## config.mk

```make
export PLATFORM = sky130hd
export DESIGN_NAME = raiz_alu
export DESIGN_NICKNAME = d
export VERILOG_FILES = /design/src/rtl/raiz_alu.sv
export SDC_FILE = /design/constraint.sdc
export NUM_CORES = 1
export LEC_CHECK = 0
export CORE_ASPECT_RATIO = 0.8
export CORE_MARGIN = 2
export CORE_UTILIZATION = 60
export CTS_BUF_LIST = sky130_fd_sc_hd__clkbuf_4
export CTS_CLUSTER_DIAMETER = 50
export DETAILED_ROUTE_END_ITERATION = 10
export GPL_TIMING_DRIVEN = 0
export PLACE_DENSITY = 0.83
export SLEW_MARGIN = 10
export SYNTH_ARGS = -nofsm -noshare
export SYNTH_HDL_FRONTEND = slang
export SYNTH_SLANG_ARGS = --single-unit
```

## constraint.sdc

```tcl
create_clock -name CLK -period 4.29 [get_ports CLK]
set_input_delay 0.858 -clock CLK [delete_from_list [all_inputs] [get_ports CLK]]
set_output_delay 0.858 -clock CLK [all_outputs]
set_load 0.005 [all_outputs]
```

## src/rtl/raiz_alu.sv

```systemverilog
// rtl/raiz_alu.sv - multi-cycle add/sub/halve/fixed-point-divide unit for the Newton square-root controller
// Optional: RAIZ_ALU_DIVZERO_EN enables the divide-by-zero shortcut and the DIVZ flag.
module raiz_alu #(
    parameter int WIDTH = 16,
    parameter int FRAC  = 8
) (
    input  logic             CLK,
    input  logic             RST,
    input  logic             ALURST,
    input  logic             START,
    input  logic [1:0]       OP,
    input  logic [WIDTH-1:0] A,
    input  logic [WIDTH-1:0] B,
    output logic [WIDTH-1:0] RESULT,
    output logic             DONE,
    output logic             BUSY,
    output logic             DIVZ
);

    localparam int N  = WIDTH + FRAC;
    localparam int CW = $clog2(N + 1);
    localparam logic [CW-1:0] LAST = CW'(N - 1);

    localparam logic [1:0] IDLE = 2'd0;
    localparam logic [1:0] EXEC = 2'd1;
    localparam logic [1:0] DIV  = 2'd2;

    localparam logic [1:0] OP_ADD  = 2'b00;
    localparam logic [1:0] OP_SUB  = 2'b01;
    localparam logic [1:0] OP_HALF = 2'b10;
    localparam logic [1:0] OP_DIV  = 2'b11;

    logic [1:0]       state_q, state_d;
    logic [1:0]       op_q, op_d;
    logic [WIDTH-1:0] a_q, a_d;
    logic [WIDTH-1:0] b_q, b_d;
    logic [N-1:0]     dvd_q, dvd_d;
    logic [WIDTH-1:0] rem_q, rem_d;
    logic [CW-1:0]    cnt_q, cnt_d;
    logic [WIDTH-1:0] result_q, result_d;
    logic             done_q, done_d;
`ifdef RAIZ_ALU_DIVZERO_EN
    logic             divz_q, divz_d;
`endif

    // One restoring step: the dividend register shifts out its MSB into the
    // remainder and shifts the new quotient bit in at the bottom.
    logic [WIDTH:0]   rem_shift;
    logic             q_bit;
    logic [WIDTH-1:0] rem_next;
    logic [N-1:0]     dvd_next;

    always_comb begin
        rem_shift = {rem_q, dvd_q[N-1]};
        q_bit     = (rem_shift >= {1'b0, b_q});
        rem_next  = q_bit ? (rem_shift[WIDTH-1:0] - b_q) : rem_shift[WIDTH-1:0];
        dvd_next  = {dvd_q[N-2:0], q_bit};
    end

    always_comb begin
        state_d  = state_q;
        op_d     = op_q;
        a_d      = a_q;
        b_d      = b_q;
        dvd_d    = dvd_q;
        rem_d    = rem_q;
        cnt_d    = cnt_q;
        result_d = result_q;
        done_d   = done_q;
`ifdef RAIZ_ALU_DIVZERO_EN
        divz_d   = divz_q;
`endif
        case (state_q)
            IDLE: begin
                if (START) begin
                    op_d   = OP;
                    a_d    = A;
                    b_d    = B;
                    dvd_d  = {A, {FRAC{1'b0}}};
                    rem_d  = '0;
                    cnt_d  = '0;
                    done_d = 1'b0;
                    state_d = (OP == OP_DIV) ? DIV : EXEC;
`ifdef RAIZ_ALU_DIVZERO_EN
                    divz_d = 1'b0;
                    if (OP == OP_DIV && B == '0) begin
                        state_d = EXEC;
                    end
`endif
                end
            end
            EXEC: begin
                case (op_q)
                    OP_ADD:  result_d = a_q + b_q;
                    OP_SUB:  result_d = a_q - b_q;
                    OP_HALF: result_d = {1'b0, a_q[WIDTH-1:1]};
                    default: begin
                        // Only reached by a zero-divisor DIV when the shortcut is enabled.
                        result_d = '1;
`ifdef RAIZ_ALU_DIVZERO_EN
                        divz_d   = 1'b1;
`endif
                    end
                endcase
                done_d  = 1'b1;
                state_d = IDLE;
            end
            DIV: begin
                dvd_d = dvd_next;
                rem_d = rem_next;
                cnt_d = cnt_q + CW'(1);
                if (cnt_q == LAST) begin
                    result_d = dvd_next[WIDTH-1:0];
                    done_d   = 1'b1;
                    cnt_d    = '0;
                    state_d  = IDLE;
                end
            end
            default: state_d = IDLE;
        endcase

        if (ALURST) begin
            state_d  = IDLE;
            op_d     = '0;
            a_d      = '0;
            b_d      = '0;
            dvd_d    = '0;
            rem_d    = '0;
            cnt_d    = '0;
            result_d = '0;
            done_d   = 1'b0;
`ifdef RAIZ_ALU_DIVZERO_EN
            divz_d   = 1'b0;
`endif
        end
    end

    always_ff @(posedge CLK or posedge RST) begin
        if (RST) begin
            state_q  <= IDLE;
            op_q     <= '0;
            a_q      <= '0;
            b_q      <= '0;
            dvd_q    <= '0;
            rem_q    <= '0;
            cnt_q    <= '0;
            result_q <= '0;
            done_q   <= 1'b0;
        end else begin
            state_q  <= state_d;
            op_q     <= op_d;
            a_q      <= a_d;
            b_q      <= b_d;
            dvd_q    <= dvd_d;
            rem_q    <= rem_d;
            cnt_q    <= cnt_d;
            result_q <= result_d;
            done_q   <= done_d;
        end
    end

`ifdef RAIZ_ALU_DIVZERO_EN
    always_ff @(posedge CLK or posedge RST) begin
        if (RST) begin
            divz_q <= 1'b0;
        end else begin
            divz_q <= divz_d;
        end
    end
    assign DIVZ = divz_q;
`else
    assign DIVZ = 1'b0;
`endif

    assign RESULT = result_q;
    assign DONE   = done_q;
    assign BUSY   = (state_q != IDLE);

endmodule

```

[After elaboration in Yosys (flattened, before gate mapping)]
Cells that the tools add are included.
Operators by class
  reduce and logical (&&, ||, !) cells: 13
  add/subtract/negate cells: 4
  order comparisons: 1
  mux-type cells: 33
  equal/unequal tests: 8
Operators by type and width (number)
  two-way mux 16 bit: 11
  one-hot mux 16 bit (2 select lines): 2
  two-way mux 24 bit: 2
  one-hot mux 16 bit (3 select lines): 1
  one-hot mux 24 bit (2 select lines): 1
  subtractor 16 bit: 2
  greater-or-equal comparator 17 x 16 -> 1 bit: 1
  adder 16 bit: 1
  two-way mux 5 bit: 3
  two-way mux 2 bit: 7
  one-hot mux 5 bit (2 select lines): 1
  AND reduction 2 bit: 4
  == test 2 bit (second input constant): 3
  inequality test 3 bit (second input constant): 2
  nonzero test 2 bit: 3
  nonzero test 3 bit: 2
  adder 5 x 1 -> 5 bit (second input constant): 1
  == test 5 bit (second input constant): 1
  == test 2 x 1 -> 1 bit (second input constant): 2
  logical NOT 2 bit: 2
  one-hot mux 2 bit (2 select lines): 1
  nonzero test 4 bit: 1
  two-way mux 1 bit: 3
  one-hot mux 1 bit (3 select lines): 1
  AND reduction 3 bit: 1
Word-level totals
  output and inout bits: 19
  logic and storage cells: 68
  register bits: 98
  input port bits: 38

[Depth between registers and ports, before layout]
  depth after elaboration: 5
  mapped depth: 13
  gate-level depth less buffers: 13

[Worst setup path after synthesis]
Ideal clock, no wire load.
  path kind: register -> register
  start: reg op_q[1]
  end: reg result_q[14], in the netlist RESULT[14]
  period minus slack after synthesis: 2.947 ns
  data required time: 4.195 ns
  slack: 1.343 ns
  cell stages (with the launch flop): 12
  arrival: 2.851 ns
  path through: dfrtp_1 -> clkbuf_1 -> nor2b_1 -> a31oi_1 -> xnor2_1 -> ha_1 -> or4_1 -> o21ai_1 -> o21ai_1 -> a21oi_1 -> mux2_2 -> o31ai_1
On the way
  cells in the longest elaborated chain, start to end: 4
RTL lines
  from (decl): line 34  | logic [1:0] op_q, op_d;
  from (signal assigned): line 151  | op_q <= op_d;
  == test 2 bit, or another cell as far along: line 93  | case (op_q)
  one-hot mux 16 bit (3 select lines) (*): line 93
  one-hot mux 16 bit (2 select lines) (*): line 73  | case (state_q)
  two-way mux 16 bit (*): line 122  | if (ALURST) begin
  to (signal assigned): line 157  | result_q <= result_d;
  to (decl): line 40  | logic [WIDTH-1:0] result_q, result_d;
Mark *: on every way between the ends. The rest lies on a longest branch, timed or not.
A chain may end at the register's enable or synchronous reset.

[Worst setup path after layout]
  start: reg op_q[0]
  end: reg result_q[12], in the netlist RESULT[12]
Same word-level chain as after synthesis.

==> flow_summary.json <==
{
  "fp-row-count": 33,
  "dp_hpwl_microns": 14200,
  "clk_latency_ns": 0.48,
  "initial_core_util": 0.615,
  "critPathKind": "reg -> reg",
  "hold_buffers": 0,
  "overflow": 0,
  "cts.path.max_buffers": 2,
  "hold_ws_ns": 0.504,
  "cts-root-buf": "clkbuf_4",
  "grt.met2_usage": 0.499,
  "arrival_ns": 4.06,
  "grt_most_used_layer": "met1",
  "grt_max_degree": 58,
  "drive_gt1_frac": 0.0435,
  "wirelength_microns": 18500,
  "vias_per_cell": 6.56,
  "path_cells": "clkbuf_1, nor2b_1, a31oi_1, xnor2_1, ha_1, or4_1, o21ai_1, o21ai_1, a311o_1, a21oi_1, o22ai_1",
  "clkTransAtPathRegs_ns": 0.17,
  "place.gp.congestion": 0.992,
  "ys.flop_type": "dfrtp_1",
  "io_pins": 57,
  "layout-area-overhead-vs-synth_pct": 13.7,
  "cpMostUsedCell": "o21ai_1",
  "drt_pass1_iterations": 5,
  "met1_usage": 0.499,
  "synthCells": 688,
  "synth-async-reset-ratio": 1.00,
  "status": "completed",
  "cp-end-kind": "register",
  "cts_buffers": 9,
  "leakage_nw": 3.10,
  "syn_avg_cell_area_sq_um": 9.16,
  "seqCellArea_sq_mm": 0.00245,
  "layout_common_cells": "98 x dfrtp_1, 88 x nand2_1, 54 x clkdlybuf4s50_1",
  "fillCellCount": 829,
  "antenna_found_initial": 0,
  "slew_violations": 0,
  "drc": 0,
  "grt_pass1_wl_microns": 29600,
  "rsz0062_at_grt": "false",
  "cp_max_fo": 9,
  "drt_iter0_drc": 615,
  "portBuffers": 54,
  "syn_area_sq_mm": 0.00630,
  "irDropWorstVdd_v": 0.000181,
  "drv_cap": 0,
  "crit_path_start_kind": "register",
  "finalHoldViolations": 0,
  "syn_nets": 764,
  "met3_usage": 0.0837,
  "critPathSlowestCell": "nor2b_1",
  "fp.dieArea_sq_mm": 0.0113,
  "routedWlPerCell_microns": 20.6,
  "clkSinkCount": 98,
  "ys_ff_latch": 98,
  "num_vias": 5894,
  "cts_tree": "done",
  "die_w_microns": 119,
  "clock.fmax_ghz": 0.272,
  "post_cts_buffers": 0,
  "finalCritPeriodShare": 0.857,
  "coreArea_sq_mm": 0.0102,
  "post-route-min-period_ns": 3.68,
  "setup_viol": 0,
  "slew_headroom": 0.420,
  "seq_area_frac_synth": 0.389,
  "ant_nets": 0,
  "cp_data_required_time_ns": 4.67,
  "yosys.cell_types.count": 66,
  "min-delay-path-class": "reg -> reg",
  "synth_edf_count": 0,
  "worst_slack_ns": 0.613,
  "multi_input_area_sq_mm": 0.00356,
  "grt_use_total": 0.341,
  "h-tree-depth": 3,
  "max_stage_delay_ns": 0.56,
  "pre_cts_ws_ns": 0.749,
  "finClkSkew_ns": 0.0228,
  "die_h_microns": 95.7,
  "antenna_cells": 0,
  "final_common_cell": "dfrtp_1",
  "max_slew.worst_pin.slew_ns": 0.863,
  "layout.nets": 830,
  "p_per_area_mw_per_mm2": 350,
  "cts-resized-gates": 0,
  "grt_pass1_vias": 5533,
  "ys.warnings.count": 0
}
worst max-delay path: cells and delay by family (launching register included):
| kind | cells | cell delay, ns |
|---|---|---|
| compound gates | 6 | 1.33 |
| xor+xnor | 1 | 0.16 |
| fa+ha+maj | 1 | 0.25 |
| buf+inv | 1 | 0.36 |
| flops | 1 | 0.37 |
| simple gates | 2 | 1.12 |
cells in the mapped netlist (all sizes together), types with 3 or more instances:
cell type | instances | share of area
xnor2 | 24 | 0.033
o21a | 8 | 0.0095
nor2 | 32 | 0.019
a22o | 42 | 0.058
a31oi | 7 | 0.0069
ha | 36 | 0.071
a21boi | 7 | 0.0095
a21o | 4 | 0.0048
o22ai | 6 | 0.0060
and3 | 9 | 0.0091
nor3 | 12 | 0.0095
a211oi | 4 | 0.0048
o211ai | 5 | 0.0060
o221ai | 5 | 0.0069
a311o | 3 | 0.0048
dfrtp | 98 | 0.39
mux2i | 26 | 0.041
o31ai | 25 | 0.032
inv | 33 | 0.020
clkbuf | 27 | 0.016
nand4 | 7 | 0.0069
nor2b | 7 | 0.0081
nand2b | 7 | 0.0069
o21ai | 59 | 0.047
o31a | 3 | 0.0042
a21oi | 36 | 0.029
nand2 | 88 | 0.052
xor2 | 6 | 0.0083
o211a | 3 | 0.0048
o41ai | 3 | 0.0042
nand3 | 11 | 0.0087
buf | 8 | 0.0097
or3 | 3 | 0.0030
stage by stage:
step | cells | total power [mW] | instance area (sq um) | TNS, ns | utilization
5_1_grt | 899 | 2.63 | 7160 | 0 | 0.700
6_report | 899 | 2.51 | 7160 | 0 | 0.700
3_3_place_gp | 882 | 2.00 | 7020 | -58.77 | 0.685
3_5_place_dp | 883 | 2.03 | 7050 | 0 | 0.688
4_1_cts | 899 | 2.49 | 7160 | 0 | 0.700
2_1_floorplan | 688 | 1.71 | 6300 | 0 | -
kinds of logic (layout without fill, tap and decap cells):
group	count (synthesis)	in the layout	synth area share
other	1	1	0.000595
AND/OR/NAND/NOR	188	188	0.138
adder cells (fa/ha/maj)	38	38	0.0778
multiplexers	27	27	0.0431
XOR/XNOR	30	30	0.0417
flip-flops	98	98	0.389
buffers and inverters	68	139	0.0455
AO/OA/AOI/OAI	238	238	0.264
sequential cells by signal (all words and copies together), names as in the netlist:
| register | count |
|---|---|
| DONE | 1 |
| RESULT | 16 |
| op_q | 2 |
| a_q | 16 |
| state_q | 2 |
| rem_q | 16 |
| b_q | 16 |
| dvd_q | 24 |
| cnt_q | 5 |
final timing paths:
path | from | to | slack [ns] | depth (start not counted)
hold reg to reg | dvd_q[22] | dvd_q[22] | 0.50 | 2
setup / recovery | op_q[0] | RESULT[12] | 0.61 | 11
min in group asynchronous | RST | a_q[14] | 0.76 | 2
hold / removal | dvd_q[22] | dvd_q[22] | 0.50 | 2
setup reg to reg | op_q[0] | RESULT[12] | 0.61 | 11
max in group asynchronous | RST | rem_q[11] | 2.83 | 3
metal layers:
layer  wire, microns  share of wire  up-vias
met4             401          0.022        0
li1                -              -     2676
met5               0              0        -
met1            8470           0.46     2879
met3            1870           0.10       38
met2            7800           0.42      301
area by class of cell:
class	instances	share of cell area
inverters	33	0.0176
well taps	140	0.0245
flip-flops and latches	98	0.342
plain buffers	35	0.0227
clock inverters	6	0.00576
clock buffers	10	0.0105
repair buffers	55	0.0793
multi-input cells	522	0.497
report_power, final:
part | total (mW) | internal [mW] | leakage, nW | switching, mW
Clock | 0.464 | 0.129 | 0.0678 | 0.336
Sequential | 1.07 | 1.00 | 1.32 | 0.0707
Combinational | 0.972 | 0.441 | 1.71 | 0.531
Total | 2.51 | 1.57 | 3.10 | 0.937
Note: power is estimated with default switching activity, not from simulation.
==> variant 1, RTL diff (same flow settings) <==
`WIDTH`: 16 -> 8.
--- a/src/rtl/raiz_alu.sv
+++ b/src/rtl/raiz_alu.sv
@@ -1,7 +1,7 @@
 // rtl/raiz_alu.sv - multi-cycle add/sub/halve/fixed-point-divide unit for the Newton square-root controller
 // Optional: RAIZ_ALU_DIVZERO_EN enables the divide-by-zero shortcut and the DIVZ flag.
 module raiz_alu #(
-    parameter int WIDTH = 16,
+    parameter int WIDTH = 8,
     parameter int FRAC  = 8
 ) (
     input  logic             CLK,
Interface: changed (resized A, B and RESULT); port bits go from 57 to 33. No check against the original RTL was run, so the function may have changed too.
==> variant 1 against the unedited design <==
  * Critical endpoint is now RESULT[6]
  * Final cell count down 39%
  * Area after synthesis down 43%
  * Final area is 42% lower
  * Wire length decreased by 53%
  * Hold slack worse by 0.014 ns
  * Sequential power fell by 43%
  * First-iteration DRC count shrank 52%
  * Sequential cell count fell by 40
  * Total power fell by 40%
  * Worst setup slack gained 0.71 ns
  * Critical path type unchanged
  * Largest power group unchanged
==> variant 1: results (changes against the unedited design) <==
- Status: complete, no violations
- R2r setup slk: 1.32 ns (+0.71 ns)
- R2r startpoint: op_q[1]
- Leakage power: 0.00182 uW (-41%)
- Final wirelength: 8.68 mm (-53%)
- Share of layout cells above drive strength 1: 7.56% (+3.2 points)
- Hold Path Sink: dvd_q[10]
- Port bufs: 30 (-44%)
- HPWL after DPL: 6.55 mm (-54%)
- Worst slew pin tran: 0.837 ns (-0.0262 ns)
- Vias: 3181 (-46%)
- RR Endpoint: RESULT[6]
- XOR/XNOR Fraction of Synth Area: 3.18% (-0.99 points)
- Yosys cell types: 54 (-18%)
- GR Util met3: 7.02% (-1.3 points)
- Max reg flops: 16 (-33%)
- Min-delay src: dvd_q[10]
- Crit path to: RESULT[6]
- Final Wtd Congestion: 0.894 (-9.9%)
- Worst path max stage delay: 0.42 ns (-0.14 ns)
- Switch share: 32.2% (-5.2 points)
- Total GRT Usage: 28.5% (-5.6 points)
- Met1 wire length: 3.93 mm (-54%)
- P_comb: 459 uW (-53%)
- Mapped Nets: 460 (-40%)
- Slowest-stage cell, CP: fa_1
- Worst clock skew: 0.00745 ns (-0.0153 ns)
- First-pass GRT wire length: 14.5 mm (-51%)
- Mux cell area share after synthesis: 4.23% (-0.083 points)
- Vias in the first global route: 2862 (-48%)
- Worst Path Arrival: 3.28 ns (-0.78 ns)
- Comb pwr share: 30.3% (-8.5 points)
- Final-layout fill cell count: 468 (-44%)
- Post-synth top cells: 88 x nand2_1, 58 x dfrtp_1, 33 x a21oi_1
- Max IR drop VDD: 0.223 mV (+23%)
- Met2 wire len: 3.94 mm (-50%)
- Clock-pin slew on the worst setup and hold paths: 0.10 ns (-0.07 ns)
- Synth Area in Adders: 8.10% (+0.32 points)
- Seq pwr share: 40.6% (-2.1 points)
-- variant 1: cell type report --
cell class	instances	area (um2)	share of cell area (%)
Multi-Input combinational cell	315	1950	46.9
Sequential cell	58	1450	34.9
Timing Repair Buffer	31	320	7.71
Buffer	21	101	2.44
Tap cell	81	101	2.44
Clock inverter	7	83.8	2.02
Inverter	22	82.6	1.99
Clock buffer	9	67.6	1.63
-- variant 1: metrics by stage --
stage          cells  setup slack [ns]  instance area (um2)
2_1_floorplan    416              1.69                 3580
3_3_place_gp     527             0.943                 3980
3_5_place_dp     528              1.36                 4000
4_1_cts          544              1.35                 4160
5_1_grt          544              1.10                 4160
6_report         544              1.32                 4160
-- variant 1: worst max-delay path: cells and delay by family, from the launching register on --
kind                       cells  cell delay [ns]
adders and majority gates      1             0.42
DFF                            1             0.37
and+or+nand+nor                2             0.29
buffers and inverters          2             0.42
AOI/OAI and AO/OA              4             0.74
muxes                          2             0.65
==> variant 2, RTL diff (config.mk and constraints unchanged) <==
Made on the original files. Take the reset off `a_q` and load it in a clocked block of its own.
--- a/src/rtl/raiz_alu.sv
+++ b/src/rtl/raiz_alu.sv
@@ -139,7 +139,6 @@
         if (RST) begin
             state_q  <= IDLE;
             op_q     <= '0;
-            a_q      <= '0;
             b_q      <= '0;
             dvd_q    <= '0;
             rem_q    <= '0;
@@ -149,7 +148,6 @@
         end else begin
             state_q  <= state_d;
             op_q     <= op_d;
-            a_q      <= a_d;
             b_q      <= b_d;
             dvd_q    <= dvd_d;
             rem_q    <= rem_d;
@@ -157,6 +155,10 @@
             result_q <= result_d;
             done_q   <= done_d;
         end
+    end
+
+    always_ff @(posedge CLK) begin
+        a_q <= a_d;
     end
 
 `ifdef RAIZ_ALU_DIVZERO_EN
Formal check against the unedited RTL: no difference found for any inputs over 4 cycles, from zero or initial values and one cycle with RST high; that may be too few to reach the edited logic, so the function may still have changed.
==> variant 2 against the unedited design <==
  * Total power up 3.1%
  * Sequential cell count unchanged
  * Final area down 0.73%
  * Fmax up 0.41%
  * Wire length down 1.6%
  * Final cell count down 0.44%
  * Core utilization up 0.051 points
  * Critical path depth up 2
  * Worst setup slack better by 0.015 ns
  * Area after synthesis down 1.5%
==> variant 2: results (changes against the unedited design) <==
- Yosys cell types: 63 (-4.5%)
- HPWL after DPL: 14.3 mm (+0.99%)
- Final nets: 826 (-0.48%)
- Initial drt markers: 488 (-21%)
- Clock-pin slew on the worst setup and hold paths: 0.15 ns (-0.02 ns)
- Max reg flops: 24 (unchanged)
- RR Endpoint: RESULT[14]
- Diodes inserted: 0 (unchanged)
- Top layer in use: met4
- Max FO, Critical Path: 6 (-3)
- Length of routed met3 wiring: 1.59 mm (-15%)
- GR Util met1: 49.9% (about the same)
- Gates resized, CTS repair: 0 (unchanged)
- Share of layout cells above drive strength 1: 3.97% (-0.37 points)
- CP Launch Point: b_q[5]
- Num CTS Buffers: 9 (unchanged)
- Vias in the first global route: 5464 (-1.2%)
- Sequential fraction of the synthesis area: 38.2% (-0.68 points)
- Syn_area_per_cell: 9.07 um2 (-0.97%)
- Met2 wire len: 7.74 mm (-0.83%)
- Critical path class: reg2reg
- Worst R2R Path Depth: 13 (+2)
- Max IR drop VDD: 0.215 mV (+19%)
- Worst hold slack: 0.496 ns (-0.00792 ns)
- Post-synth top cells: 85 x nand2_1, 82 x dfrtp_1, 39 x o21ai_0, 38 x a22o_1, 36 x ha_1
- CTS Root Cell: clkbuf_4
- Worst clock skew: 0.0143 ns (-0.00849 ns)
- Final Wtd Congestion: 0.940 (-5.3%)
- Met2 usage: 50.7% (+0.82 points)
- Final wirelength: 18.2 mm (-1.6%)
- Met1 wire length: 8.49 mm (+0.31%)
- CTS HTree Levels: 3 (unchanged)
- GR Util met3: 6.28% (-2.1 points)
- Worst min-delay path class: reg2reg
- Largest net degree at the start of global routing: 49 (-16%)
- Status: complete, no violations
- Placed Cells incl. Taps: 879 (-0.45%)
- Asr flop ratio synth: 83.7% (-16 points)
- WHS Path Cells: 2 (unchanged)
- Total GRT Usage: 34.0% (-0.060 points)
- R2r setup slk: 0.63 ns
- Worst Path Arrival: 4.06 ns (about the same)
- Most used DFF post-synth: dfrtp_1
- Top post-synthesis cells by area: dfrtp_1 33%, ha_1 7.3%, a22o_1 5.4%
- Min-delay src: dvd_q[16]
- First-pass GRT wire length: 29.2 mm (-1.5%)
- Leakage power: 0.00309 uW (-0.19%)
- Mapped Nets: 760 (-0.52%)
- DR WL/cell: 20.4 um (-1.2%)
- Max_slew headroom: 18.5% (-23 points)
- Final-layout fill cell count: 857 (+3.4%)
- Port bufs: 54 (unchanged)
- Hold Path Sink: dvd_q[16]
- Vias per cell: 6.47 (-1.3%)
## variant 2: cell types whose count changed after synthesis, moves of 7 or more
cell     delta
dfrtp_1    -16
mux2i_1     -7
nand3_1    +24
xnor2_1     +8
o21ai_1    -13
o21ai_0     -7
dfxtp_1    +16
## variant 2: where the power goes
part	leakage, uW	switching (uW)	internal, uW
clock network	0.0000835	325	235
logic	0.00177	529	435
registers	0.00124	67.8	993
total	0.00309	922	1660
## variant 2: critical path: stages, from the launching register on
cell	delay, ns
dfrtp_1	0.54
nor4_4	0.36
nand4_1	0.25
nand3b_1	0.31
o41ai_1	0.37
xnor2_1	0.19
ha_1	0.34
a21oi_1	0.16
o21ai_0	0.12
or3_1	0.31
o21ai_0	0.21
xnor2_1	0.14
o22ai_1	0.11
o21ai_0	0.18
## variant 2: stage by stage
stage,power (uW),worst slack (ns),area (um2),utilization [%]
after floorplan,1710,1.32,6200,-
after global placement,1990,0.00836,6920,68.1
after detailed placement,2020,0.758,6950,68.4
after CTS,2570,0.703,7110,70.0
after global routing,2710,0.397,7110,70.0
final,2590,0.628,7110,70.0
## variant 2: final cells by class
type | count | share of cell area, %
inverters | 33 | 1.78
flip-flops and latches | 98 | 33.4
plain buffers | 35 | 2.13
multi-input cells | 518 | 50.0
well taps | 140 | 2.46
clock buffers | 9 | 0.950
clock inverters | 7 | 1.32
repair buffers | 55 | 7.99
## variant 2: cell families (layout without fill, tap and decap cells)
family | Yosys count | after routing | share of synthesized area (%)
AO/OA/AOI/OAI | 209 | 209 | 24.2
XOR/XNOR | 40 | 40 | 5.65
adder cells (fa/ha/maj) | 38 | 38 | 7.91
buffers and inverters | 68 | 139 | 4.44
flip-flops | 98 | 98 | 38.2
multiplexers | 19 | 19 | 3.07
other | 1 | 1 | 0.0605
AND/OR/NAND/NOR | 211 | 211 | 16.5
